--- src/rtl/ebpf_fetch_pkg.sv ---
// Shared types and constants for the eBPF instruction fetch stage.
// insn_t mirrors the 64-bit eBPF encoding so decode can reuse it directly.
package ebpf_fetch_pkg;

  typedef enum logic [1:0] {
    ST_IDLE  = 2'd0,
    ST_FETCH = 2'd1,
    ST_HALT  = 2'd2
  } fetch_state_t;

  localparam int OPC_LSB = 0;
  localparam int DST_LSB = 8;
  localparam int SRC_LSB = 12;
  localparam int OFF_LSB = 16;
  localparam int IMM_LSB = 32;

  typedef struct packed {
    logic [31:0] imm;
    logic [15:0] offset;
    logic [3:0]  src;
    logic [3:0]  dst;
    logic [7:0]  opcode;
  } insn_t;

  function automatic insn_t split_insn(input logic [63:0] word);
    insn_t s;
    s.opcode = word[OPC_LSB +: 8];
    s.dst    = word[DST_LSB +: 4];
    s.src    = word[SRC_LSB +: 4];
    s.offset = word[OFF_LSB +: 16];
    s.imm    = word[IMM_LSB +: 32];
    return s;
  endfunction

endpackage

--- src/rtl/ebpf_fetch_buffer.sv ---
// Small FIFO of decoded instructions plus their PCs; flush empties it in one cycle.
module ebpf_fetch_buffer
  import ebpf_fetch_pkg::*;
#(
  parameter int DEPTH = 2,
  parameter int AW    = 12,
  localparam int PTR_W = (DEPTH > 1) ? $clog2(DEPTH) : 1,
  localparam int CNT_W = $clog2(DEPTH + 1)
) (
  input  logic             clk,
  input  logic             rst_n,
  input  logic             i_flush,
  input  logic             i_push,
  input  insn_t            i_insn,
  input  logic [AW-1:0]    i_pc,
  input  logic             i_pop,
  output insn_t            o_insn,
  output logic [AW-1:0]    o_pc,
  output logic             o_full,
  output logic             o_empty,
  output logic [CNT_W-1:0] o_count
);

  insn_t            r_insn_mem [DEPTH];
  logic [AW-1:0]    r_pc_mem   [DEPTH];
  logic [PTR_W-1:0] r_rd_ptr;
  logic [PTR_W-1:0] r_wr_ptr;
  logic [CNT_W-1:0] r_count;
  logic             w_push;
  logic             w_pop;

  function automatic logic [PTR_W-1:0] next_ptr(input logic [PTR_W-1:0] p);
    return (p == PTR_W'(DEPTH - 1)) ? '0 : p + 1'b1;
  endfunction

  assign o_full  = (r_count == CNT_W'(DEPTH));
  assign o_empty = (r_count == '0);
  assign o_count = r_count;
  assign o_insn  = r_insn_mem[r_rd_ptr];
  assign o_pc    = r_pc_mem[r_rd_ptr];
  assign w_push  = i_push && !o_full;
  assign w_pop   = i_pop && !o_empty;

  always_ff @(posedge clk) begin
    if (w_push && !i_flush) begin
      r_insn_mem[r_wr_ptr] <= i_insn;
      r_pc_mem[r_wr_ptr]   <= i_pc;
    end
  end

  always_ff @(posedge clk or negedge rst_n) begin
    if (!rst_n) begin
      r_rd_ptr <= '0;
      r_wr_ptr <= '0;
      r_count  <= '0;
    end else if (i_flush) begin
      r_rd_ptr <= '0;
      r_wr_ptr <= '0;
      r_count  <= '0;
    end else begin
      if (w_push) r_wr_ptr <= next_ptr(r_wr_ptr);
      if (w_pop)  r_rd_ptr <= next_ptr(r_rd_ptr);
      case ({w_push, w_pop})
        2'b10:   r_count <= r_count + 1'b1;
        2'b01:   r_count <= r_count - 1'b1;
        default: r_count <= r_count;
      endcase
    end
  end

endmodule

--- src/rtl/ebpf_fetch_unit.sv ---
// eBPF fetch stage: issues reads to a 1-cycle synchronous imem and presents
// split instructions to decode, with redirect, halt and end-of-memory handling.
module ebpf_fetch_unit
  import ebpf_fetch_pkg::*;
#(
  parameter int IMEM_AW   = 12,
  parameter int BUF_DEPTH = 2
) (
  input  logic               clk,
  input  logic               rst_n,
  input  logic               i_start,
  input  logic [IMEM_AW-1:0] i_start_pc,
  output logic               o_imem_en,
  output logic [IMEM_AW-1:0] o_imem_addr,
  input  logic [63:0]        i_imem_rdata,
  output logic               o_out_valid,
  input  logic               i_out_ready,
  output logic [7:0]         o_opcode,
  output logic [3:0]         o_dst,
  output logic [3:0]         o_src,
  output logic [15:0]        o_offset,
  output logic [31:0]        o_imm,
  output logic [IMEM_AW-1:0] o_pc_out,
  input  logic               i_redirect_valid,
  input  logic [IMEM_AW-1:0] i_redirect_pc,
  input  logic               i_halt_req,
  output logic               o_busy,
  output logic               o_fetch_exc,
  output fetch_state_t       o_state
);

  localparam int CNT_W = $clog2(BUF_DEPTH + 1);

  fetch_state_t       r_state;
  logic [IMEM_AW:0]   r_pc;          // extra MSB marks "ran past the top"
  logic               r_inflight;
  logic [IMEM_AW-1:0] r_inflight_pc;
  logic               r_fetch_exc;

  logic               w_in_fetch, w_halt, w_redirect, w_flush;
  logic               w_buf_empty, w_buf_full, w_bypass;
  logic               w_out_valid, w_pop, w_push, w_issue, w_drained, w_top;
  logic [CNT_W-1:0]   w_buf_count;
  logic [CNT_W:0]     w_occ;
  insn_t              w_buf_insn, w_rd_insn, w_head_insn;
  logic [IMEM_AW-1:0] w_buf_pc, w_head_pc;

  // start outranks halt, halt outranks redirect; all three kill the in-flight read.
  assign w_in_fetch = (r_state == ST_FETCH);
  assign w_halt     = w_in_fetch && i_halt_req && !i_start;
  assign w_redirect = w_in_fetch && i_redirect_valid && !i_halt_req && !i_start;
  assign w_flush    = i_start || w_halt || w_redirect;
  assign w_top      = r_pc[IMEM_AW];

  // Handshake: an instruction transfers on a cycle with o_out_valid && i_out_ready;
  // while o_out_valid && !i_out_ready every output field holds its value.
  // An empty buffer lets returning read data bypass straight to the outputs.
  assign w_bypass    = w_buf_empty && r_inflight;
  assign w_out_valid = w_in_fetch && !w_flush && (!w_buf_empty || r_inflight);
  assign w_pop       = w_out_valid && i_out_ready;
  assign w_push      = r_inflight && !w_flush && !(w_bypass && w_pop);

  assign w_occ     = {1'b0, w_buf_count} + (CNT_W + 1)'(r_inflight) - (CNT_W + 1)'(w_pop);
  assign w_issue   = w_in_fetch && !w_flush && !w_top && !(w_buf_full && !w_pop) &&
                     (w_occ < (CNT_W + 1)'(BUF_DEPTH));
  assign w_drained = w_in_fetch && !w_flush && w_top && (w_occ == '0);

  assign w_rd_insn   = split_insn(i_imem_rdata);
  assign w_head_insn = w_buf_empty ? w_rd_insn : w_buf_insn;
  assign w_head_pc   = w_buf_empty ? r_inflight_pc : w_buf_pc;

  ebpf_fetch_buffer #(
    .DEPTH(BUF_DEPTH),
    .AW   (IMEM_AW)
  ) u_buf (
    .clk    (clk),
    .rst_n  (rst_n),
    .i_flush(w_flush),
    .i_push (w_push),
    .i_insn (w_rd_insn),
    .i_pc   (r_inflight_pc),
    .i_pop  (w_pop && !w_buf_empty),
    .o_insn (w_buf_insn),
    .o_pc   (w_buf_pc),
    .o_full (w_buf_full),
    .o_empty(w_buf_empty),
    .o_count(w_buf_count)
  );

  always_ff @(posedge clk or negedge rst_n) begin
    if (!rst_n) begin
      r_state       <= ST_IDLE;
      r_pc          <= '0;
      r_inflight    <= 1'b0;
      r_inflight_pc <= '0;
      r_fetch_exc   <= 1'b0;
    end else begin
      r_inflight <= w_issue;
      if (w_issue) r_inflight_pc <= r_pc[IMEM_AW-1:0];
      if (i_start) begin
        r_state     <= ST_FETCH;
        r_pc        <= {1'b0, i_start_pc};
        r_fetch_exc <= 1'b0;
      end else if (w_halt) begin
        r_state <= ST_HALT;
      end else if (w_redirect) begin
        r_pc <= {1'b0, i_redirect_pc};
      end else if (w_drained) begin
        r_state     <= ST_HALT;
        r_fetch_exc <= 1'b1;
      end else if (w_issue) begin
        r_pc <= r_pc + 1'b1;
      end
    end
  end

  assign o_imem_en   = w_issue;
  assign o_imem_addr = r_pc[IMEM_AW-1:0];
  assign o_out_valid = w_out_valid;
  assign o_opcode    = w_out_valid ? w_head_insn.opcode : '0;
  assign o_dst       = w_out_valid ? w_head_insn.dst    : '0;
  assign o_src       = w_out_valid ? w_head_insn.src    : '0;
  assign o_offset    = w_out_valid ? w_head_insn.offset : '0;
  assign o_imm       = w_out_valid ? w_head_insn.imm    : '0;
  assign o_pc_out    = w_out_valid ? w_head_pc          : '0;
  assign o_busy      = w_in_fetch;
  assign o_fetch_exc = r_fetch_exc;
  assign o_state     = r_state;

endmodule

--- config.mk ---
export PLATFORM = sky130hd
export DESIGN_NAME = ebpf_fetch_unit
export DESIGN_NICKNAME = d
export VERILOG_FILES = /design/src/rtl/ebpf_fetch_pkg.sv /design/src/rtl/ebpf_fetch_buffer.sv /design/src/rtl/ebpf_fetch_unit.sv
export SDC_FILE = /design/constraint.sdc
export NUM_CORES = 1
export LEC_CHECK = 0
export ABC_AREA = 1
export CORE_MARGIN = 8
export CORE_UTILIZATION = 30
export CTS_CLUSTER_DIAMETER = 50
export DETAILED_ROUTE_END_ITERATION = 7
export SLEW_MARGIN = 20
export SYNTH_ARGS = -nofsm -noshare
export SYNTH_HDL_FRONTEND = slang
export SYNTH_HIERARCHICAL = 1
export SYNTH_SLANG_ARGS = --single-unit
--- constraint.sdc ---
create_clock -name clk -period 7.6 [get_ports clk]
set_input_delay 0.76 -clock clk [delete_from_list [all_inputs] [get_ports clk]]
set_output_delay 0.76 -clock clk [all_outputs]
set_load 0.05 [all_outputs]
==> flow_summary.toml, run 1 <==
[pwr]
p_sw_frac = 0.274
clockPowerShare = 0.364
p_leak_nw = 4.47
p_comb_frac = 0.139
peakVddDrop_mv = 0.116
power_frac_seq = 0.497
power_per_cell_area_nw_per_um2 = 208
p_total_mw = 2.37
p_int_mw = 1.72
p_sw_mw = 0.651

[grt]
grt_start_max_net_pins = 79
grt_pass1_vias = 6853
grt_pass1_wl_mm = 37.2
antenna_found_initial = 0
gr-usage-all-layers = 0.131
grt_overflow = 0

[clock_tree]
clock_sinks = 185
clk_pin_slew_ns = 0.07
clock_latency_ns = 0.43
cts-root-buf = "clkbuf_16"
htree_levels = 4
cts_setup_buffers = 0
ctsLongestPathBuffers = 2
ctsResizeCount = 0
cts_tree = "yes"
numCtsBuffers = 17
hold_buffers = 0

[timing]
tns_ns = 0
timing.hold.ws_ns = 0.506
clock_skew_ns = 0.0204
slew_viol_final = 0
fmax_mhz = 178
rsz0062_at_grt = "no"
worst_slew_pin_slew_ns = 0.944
slew-limit-headroom = 0.371
hold_viol_final = 0
min_period_over_period = 0.737
setup_violations = 0
min_period_ns = 5.60
setup_ws_ns = 2.00

[synth]
synth_edf_count = 152
synth_top_area_cell = "edfxtp_1"
synth_top_area_frac = 0.523
syn-num-nets = 1045
ys.flop_type = "edfxtp_1"
synthArstFlopShare = 0.178
synthesis.area_sq_um = 8730
ys_seq_area_frac = 0.617
syn_inst = 948
synth.top_cells.by_count = "482 x nand2_1, 152 x edfxtp_1, 78 x a21oi_1, 33 x dfrtp_1, 30 x nand3_1"
synthTopCellsByArea = "edfxtp_1 52%, nand2_1 21%, dfrtp_1 9.5%"
yosysUniqueCellTypes = 32
ys_seq_elements = 185
synth_most_common_cell = "nand2_1"
syn_avg_cell_area_sq_um = 9.21
yosys_warnings = 6

[critical_path]
cp_max_fo = 78
r2r-start = "u_buf/o_count[1]"
cp-startpoint = "u_buf/o_count[1]"
critPathLaunchType = "flip-flop"
critPathArrivalTime_ns = 4.84
ff2ff_setup_slack_ns = 3.84
critPathKind = "reg2out"
worstPathRequired_ns = 6.84
end_kind = "output pin"
critical_path.endpoint = "o_imem_en"
r2r_end = "r_pc[2]"
worstRegToRegCells = 16

[run_status]
status = "finished clean"

[routing]
via_per_inst = 4.53
first_pass_iters = 5
routedWlPerCell_um = 15.3
drt_iter0_markers = 398
ant_nets = 0
drc_errors = 0
vias = 6779
wl_mm = 22.8

[floorplanning]
rows = 62
ioPinCount = 188
die_x_um = 187
die_height_um = 187
start_util = 0.304
core_area_sq_um = 28700
dieArea_sq_um = 34800

[placement]
dp_slack_ns = 2.22
dp_hpwl_mm = 14.4
place_area_sq_um = 10800
place.gp.congestion = 0.765
dp.cells = 1465
port_buffers = 187

[min_path]
hold_class = "reg2reg"

[run]
drv_cap = 0

[layout]
final_nets = 1198
antenna_cells = 0
area_delta_synth_final_pct = 30.7
drive_above_1_share = 0.0566
layout.cells.non_filler = 1497
fin_util = 0.398
design_area_sq_um = 11400
==> routing by layer <==
metal	track usage	wire, um	vias up
met2	0.211	10600	182
met5	0	0	-
met4	0.0357	195	0
met3	0.0405	1530	14
li1	-	-	3405
met1	0.167	10500	3178
==> layout by cell type, fill, tap and decap left out, drive strengths merged, types with 15 or more instances in the layout <==
cell type        n
nand2          488
clkdlybuf4s50  187
edfxtp         152
a21oi           79
inv             41
dfrtp           33
nand3           31
nor2            19
clkbuf          18
o21ai           15
==> sequential cells by signal, summed over array words and instances (netlist names) <==
name and cells:
o_fetch_exc 1, o_state 2, r_inflight 1, r_inflight_pc 12, r_pc 13, u_buf/o_count 2, u_buf/r_insn_mem 128, u_buf/r_pc_mem 24
u_buf/r_rd_ptr 1, u_buf/r_wr_ptr 1
==> worst min path at each step <==
stage                          start                   end  slack, ns  depth (start not counted)
floorplan                      rst_n           o_fetch_exc       0.46                          0
global placement    r_inflight_pc[5]  u_buf/r_pc_mem[1][5]       0.48                          0
detailed placement  r_inflight_pc[3]  u_buf/r_pc_mem[0][3]       0.48                          0
CTS                 r_inflight_pc[3]  u_buf/r_pc_mem[1][3]       0.50                          0
global route        r_inflight_pc[6]  u_buf/r_pc_mem[0][6]       0.52                          0
finish              r_inflight_pc[3]  u_buf/r_pc_mem[1][3]       0.51                          0
==> area by class of cell <==
cell class                      instances  area [sq um]
Clock buffer                           18           429
Clock inverter                         13           139
Fill cell                            2854         17300
Inverter                               35           131
Multi-Input combinational cell        665          2870
Sequential cell                       185          5390
Tap cell                              384           480
Timing Repair Buffer                  197          1970
==> critical path: stages, from the launching register on <==
cell and delay [ns]:
dfrtp_1 0.60, nor2_4 0.05, inv_2 0.05, buf_4 0.68, nor2_1 0.17, nor2_4 0.20, nand2_4 0.08, xnor2_1 0.15
ha_1 0.16, inv_1 0.04, fa_1 0.50, nand3_1 0.09, nor3_2 0.22, nand2_4 0.26, inv_1 0.24, clkdlybuf4s50_1 0.87
==> kinds of logic after synthesis <==
| logic type | synth area share |
|---|---|
| AND/OR/NAND/NOR | 0.256 |
| flip-flops | 0.617 |
| AO/OA/AOI/OAI | 0.0628 |
| buffers and inverters | 0.0562 |
| XOR/XNOR | 0.00301 |
| adder cells (fa/ha/maj) | 0.00516 |
==> power by group through the flow <==
stage          logic (mW)  registers, mW  clock network (mW)
2_1_floorplan       0.213           1.19                   0
3_3_place_gp        0.332           1.20                   0
3_5_place_dp        0.333           1.20                   0
4_1_cts             0.335           1.18               0.888
5_1_grt             0.368           1.19               0.933
6_report            0.331           1.18               0.864
(Power assumes the default switching activity.)
==> inputs of run 2 (changes only) <==
==> constraint.sdc (replaced) <==
create_clock -name clk -period 5.2 [get_ports clk]
set_input_delay 0.52 -clock clk [delete_from_list [all_inputs] [get_ports clk]]
set_output_delay 0.52 -clock clk [all_outputs]
set_load 0.05 [all_outputs]
==> run 2 against run 1 <==
Effect of this change: clock skew fell by 0.0089 ns; register-to-register slack worse by 1.6 ns; critical path depth down 1; final cell count barely moved; core utilization decreased by 0.061 points; power grew 44%; critical path type is now in2out; largest power group unchanged; highest routed layer unchanged.
==> flow_summary.toml, run 2 (same netlist as run 1, synthesis figures left out) <==
[run_status]
status = "finished clean"

[timing]
clock_skew_ns = 0.0115
min_period_ns = 4.21
slew_viol_final = 0
hold_viol_final = 0
rsz0062_at_grt = "no"
fmax_mhz = 237
timing.hold.ws_ns = 0.502
slew-limit-headroom = 0.311
tns_ns = 0
setup_violations = 0
min_period_over_period = 0.810
worst_slew_pin_slew_ns = 1.03

[floorplanning]
rows = 62
core_area_sq_um = 28700
start_util = 0.304
die_x_um = 187
die_height_um = 187
dieArea_sq_um = 34800
ioPinCount = 188

[layout]
layout.cells.non_filler = 1498
fin_util = 0.397
antenna_cells = 0
most-common-layout-cells = "482 x nand2_1, 186 x clkdlybuf4s50_1, 152 x edfxtp_1"
area_delta_synth_final_pct = 30.5
layout_commonest_cell = "nand2_1"
largestRegisters = "u_buf/r_insn_mem x128, u_buf/r_pc_mem x24, r_pc x13"
final_nets = 1198
drive_above_1_share = 0.0575
largest_register_ff_count = 128
regMostFlops = "u_buf/r_insn_mem"

[routing]
vias = 6768
first_pass_iters = 5
drt_iter0_markers = 276
ant_nets = 0
drc_errors = 0
via_per_inst = 4.52
routedWlPerCell_um = 15.3
wl_mm = 23.0

[run]
drv_cap = 0

[clock_tree]
ctsLongestPathBuffers = 2
clock_sinks = 185
numCtsBuffers = 17
cts_tree = "yes"
clock_latency_ns = 0.42
clk_pin_slew_ns = 0.07
hold_buffers = 0
ctsResizeCount = 0
cts_setup_buffers = 0
htree_levels = 4
cts-root-buf = "clkbuf_16"

[grt]
grt_pass1_vias = 6929
gr-usage-all-layers = 0.132
grt_start_max_net_pins = 79
antenna_found_initial = 0
grt_pass1_wl_mm = 37.7
grt_overflow = 0

[critical_path]
critPathLaunchType = "input port"
critPathMaxStageDelay_ns = 0.68
path_cells = "clkdlybuf4s50_1 > inv_2 > nand4_4 > nor2_4 > nand2_4 > xnor2_1 > ha_1 > inv_1 > fa_1 > nand3_1 > nor3_2 > nand2_4 > inv_1 > buf_12"
worstPathRequired_ns = 4.68
r2r_end = "u_buf/r_insn_mem[0][20]"
critPathArrivalTime_ns = 3.69
ff2ff_setup_slack_ns = 2.22
end_kind = "output pin"
slowest_stage = "clkdlybuf4s50_1"
cp_max_fo = 36
r2r-start = "u_buf/o_count[1]"
critPathKind = "in2out"
worstRegToRegCells = 10

[pwr]
peakVddDrop_mv = 0.163
power_per_cell_area_nw_per_um2 = 300
p_leak_nw = 4.45

[placement]
dp_hpwl_mm = 14.8
port_buffers = 187
place.gp.congestion = 0.807
dp.cells = 1466

[min_path]
hold_class = "in2async"
## run 2: cell types whose count changed in the layout (fill, tap and decap cells not counted)
cell             delta
buf_12              +2
buf_16              -1
bufinv_16           -1
clkbuf_1            +1
clkdlybuf4s50_1     -1
clkinvlp_4          +2
inv_6               -1
## run 2: layer usage
metal,GRT usage,part of all wire,up-vias
li1,-,-,3408
met1,0.168,0.47,3164
met2,0.217,0.45,180
met3,0.0429,0.067,16
met4,0.0290,0.011,0
met5,0,0,-
## run 2: metrics by stage
| stage | instance area [sq um] | total power, mW | worst slack (ns) |
|---|---|---|---|
| 4_1_cts | 11400 | 3.47 | 0.945 |
| 5_1_grt | 11400 | 3.58 | 0.696 |
| 6_report | 11400 | 3.42 | 0.986 |
| 3_3_place_gp | 10800 | 2.25 | 1.03 |
| 3_5_place_dp | 10800 | 2.25 | 0.960 |
| 2_1_floorplan | 8740 | 2.05 | 1.08 |
## run 2: layout make-up
cell class / count / area [sq um]
tap: 384 / 480
clock inverter: 13 / 115
clock buffer: 19 / 433
sequential: 185 / 5390
multi-input combinational: 665 / 2870
timing repair buffer: 197 / 1970
inverter: 35 / 131
fill: 2840 / 17300
## run 2: critical path: cells and delay by family
family / cells / cell delay [ns]
xor+xnor: 1 / 0.15
fa+ha+maj: 2 / 0.66
buf+inv: 5 / 1.36
simple gates: 6 / 0.98
## run 2: worst max path at each step
stage,from,endpoint
floorplan,o_state[1],u_buf/r_insn_mem[0][0]
global route,i_start,o_imem_en
finish,i_start,o_imem_en
global placement,i_start,o_imm[19]
detailed placement,i_start,o_imem_en
CTS,i_start,o_imem_en
## run 2: power by group
| part | switching, mW | internal, mW | total (mW) |
|---|---|---|---|
| Sequential | 0.0610 | 1.67 | 1.73 |
| Combinational | 0.309 | 0.179 | 0.489 |
| Clock | 0.581 | 0.627 | 1.21 |
==> inputs of run 3 (changes only) <==
==> constraint.sdc (replaced) <==
create_clock -name clk -period 3.53 [get_ports clk]
set_input_delay 0.353 -clock clk [delete_from_list [all_inputs] [get_ports clk]]
set_output_delay 0.353 -clock clk [all_outputs]
set_load 0.05 [all_outputs]
==> run 3 against run 2 <==
Effect of this change: sequential cell count unchanged; sequential power increased by 47%; critical path depth decreased by 1; critical endpoint unchanged; largest power group unchanged.
==> flow_summary.toml, run 3 (same netlist as run 1, synthesis figures left out) <==
[grt]
grt_pass1_wl_mm = 38.3
grt_overflow = 0
grt_start_max_net_pins = 79
antenna_found_initial = 0
grt_pass1_vias = 6849
gr-usage-all-layers = 0.136

[layout]
largest_register_ff_count = 128
regMostFlops = "u_buf/r_insn_mem"
antenna_cells = 0
drive_above_1_share = 0.135
layout_commonest_cell = "nand2_1"
layout.cells.non_filler = 1502
most-common-layout-cells = "482 x nand2_1, 152 x edfxtp_1, 109 x clkdlybuf4s50_1"
fin_util = 0.428
largestRegisters = "u_buf/r_insn_mem x128, u_buf/r_pc_mem x24, r_pc x13"
final_nets = 1202
area_delta_synth_final_pct = 40.5

[pwr]
p_comb_frac = 0.143
clockPowerShare = 0.364
p_total_mw = 5.15
p_leak_nw = 4.87
peakVddDrop_mv = 0.257
power_per_cell_area_nw_per_um2 = 420
p_int_mw = 3.74
p_sw_mw = 1.41
p_sw_frac = 0.274
power_frac_seq = 0.494

[critical_path]
worstPathRequired_ns = 3.18
end_kind = "output pin"
worstRegToRegCells = 17
r2r-start = "o_state[1]"
cp_max_fo = 5
critPathKind = "reg2out"
critPathLaunchType = "flip-flop"
ff2ff_setup_slack_ns = 0.61
critPathArrivalTime_ns = 2.90
r2r_end = "r_pc[5]"

[timing]
setup_ws_ns = 0.277
min_period_over_period = 0.921
slew-limit-headroom = 0.362
worst_slew_pin_slew_ns = 0.957
fmax_mhz = 307
tns_ns = 0
rsz0062_at_grt = "no"
slew_viol_final = 0
setup_violations = 0
min_period_ns = 3.25
hold_viol_final = 0
clock_skew_ns = 0.00928

[clock_tree]
numCtsBuffers = 17
cts-root-buf = "clkbuf_16"
clk_pin_slew_ns = 0.07
clock_latency_ns = 0.42
clock_sinks = 185
cts_tree = "yes"
htree_levels = 4
ctsLongestPathBuffers = 2

[placement]
dp_slack_ns = 0.290
place.gp.congestion = 0.789
port_buffers = 187
dp.cells = 1469
dp_hpwl_mm = 14.9

[run]
drv_cap = 0

[routing]
routedWlPerCell_um = 15.6
wl_mm = 23.4
drc_errors = 0
ant_nets = 0
via_per_inst = 4.51
vias = 6774
drt_iter0_markers = 431
first_pass_iters = 4

[floorplanning]
core_area_sq_um = 28700
die_height_um = 187
start_util = 0.304
dieArea_sq_um = 34800
rows = 62
die_x_um = 187
ioPinCount = 188

[min_path]
hold_class = "in2async"

[run_status]
status = "finished clean"
[run 3: cell count changes in the layout (fill, tap and decap cells not counted), sizes merged]
cell	before	now
buf	11	92
clkinv	1	5
clkdlybuf4s50	186	109
inv	40	42
clkinvlp	7	2
clkbuf	19	17
bufinv	0	1
[run 3: how the worst max path moves through the flow]
| stage | endpoint | slack, ns | cells past startpoint | startpoint |
|---|---|---|---|---|
| floorplan | o_imem_en | 0.05 | 12 | o_state[1] |
| global placement | o_imem_en | 0.36 | 14 | i_start |
| detailed placement | r_pc[5] | 0.29 | 16 | i_halt_req |
| CTS | o_imem_en | 0.1 | 14 | u_buf/o_count[1] |
| global route | o_imem_en | 0.03 | 13 | o_state[1] |
| finish | o_imem_en | 0.28 | 13 | o_state[1] |
[run 3: what timing repair did]
action | CTS | global route
setup buffers | 0 | 1
endpoints found under the setup margin | 0 | 1
hold buffers | 0 | 0
resized for setup | 0 | 3
[run 3: final cells by class]
cell class                      count  area [sq um]
Multi-Input combinational cell    665          2870
Clock buffer                       17           425
Clock inverter                     15           154
Sequential cell                   185          5400
Inverter                           35           135
Fill cell                        2761         16400
Timing Repair Buffer              201          2810
Tap cell                          384           480
[run 3: critical path, cell delays in order (launching register included)]
cell	delay, ns
dfrtp_2	0.44
nor2_4	0.15
nand4_4	0.12
nor2_4	0.20
nand2_4	0.09
xnor2_1	0.16
ha_1	0.16
inv_1	0.04
fa_1	0.50
nand3_1	0.09
nor3_2	0.18
nand2_4	0.08
clkinvlp_4	0.10
buf_12	0.14
[run 3: metrics by stage]
| stage | hold WS, ns | instance area [sq um] |
|---|---|---|
| floorplan | 0.0574 | 8750 |
| global placement | 0.478 | 11700 |
| detailed placement | 0.486 | 11700 |
| CTS | 0.326 | 12300 |
| global route | 0.362 | 12300 |
| finish | 0.333 | 12300 |
[run 3: routing by layer]
| metal | share of wire | vias up | GRT usage |
|---|---|---|---|
| li1 | - | 3424 | - |
| met1 | 0.47 | 3159 | 0.181 |
| met2 | 0.47 | 176 | 0.218 |
| met3 | 0.058 | 15 | 0.0360 |
| met4 | 0.010 | 0 | 0.0339 |
| met5 | 0 | - | 0 |
[run 3: power by group through the flow]
stage | registers (mW) | logic, mW | clock network, mW
2_1_floorplan | 2.57 | 0.460 | 0
3_3_place_gp | 2.58 | 0.736 | 0
3_5_place_dp | 2.59 | 0.744 | 0
4_1_cts | 2.54 | 0.749 | 1.92
5_1_grt | 2.56 | 0.823 | 2.02
6_report | 2.54 | 0.736 | 1.87
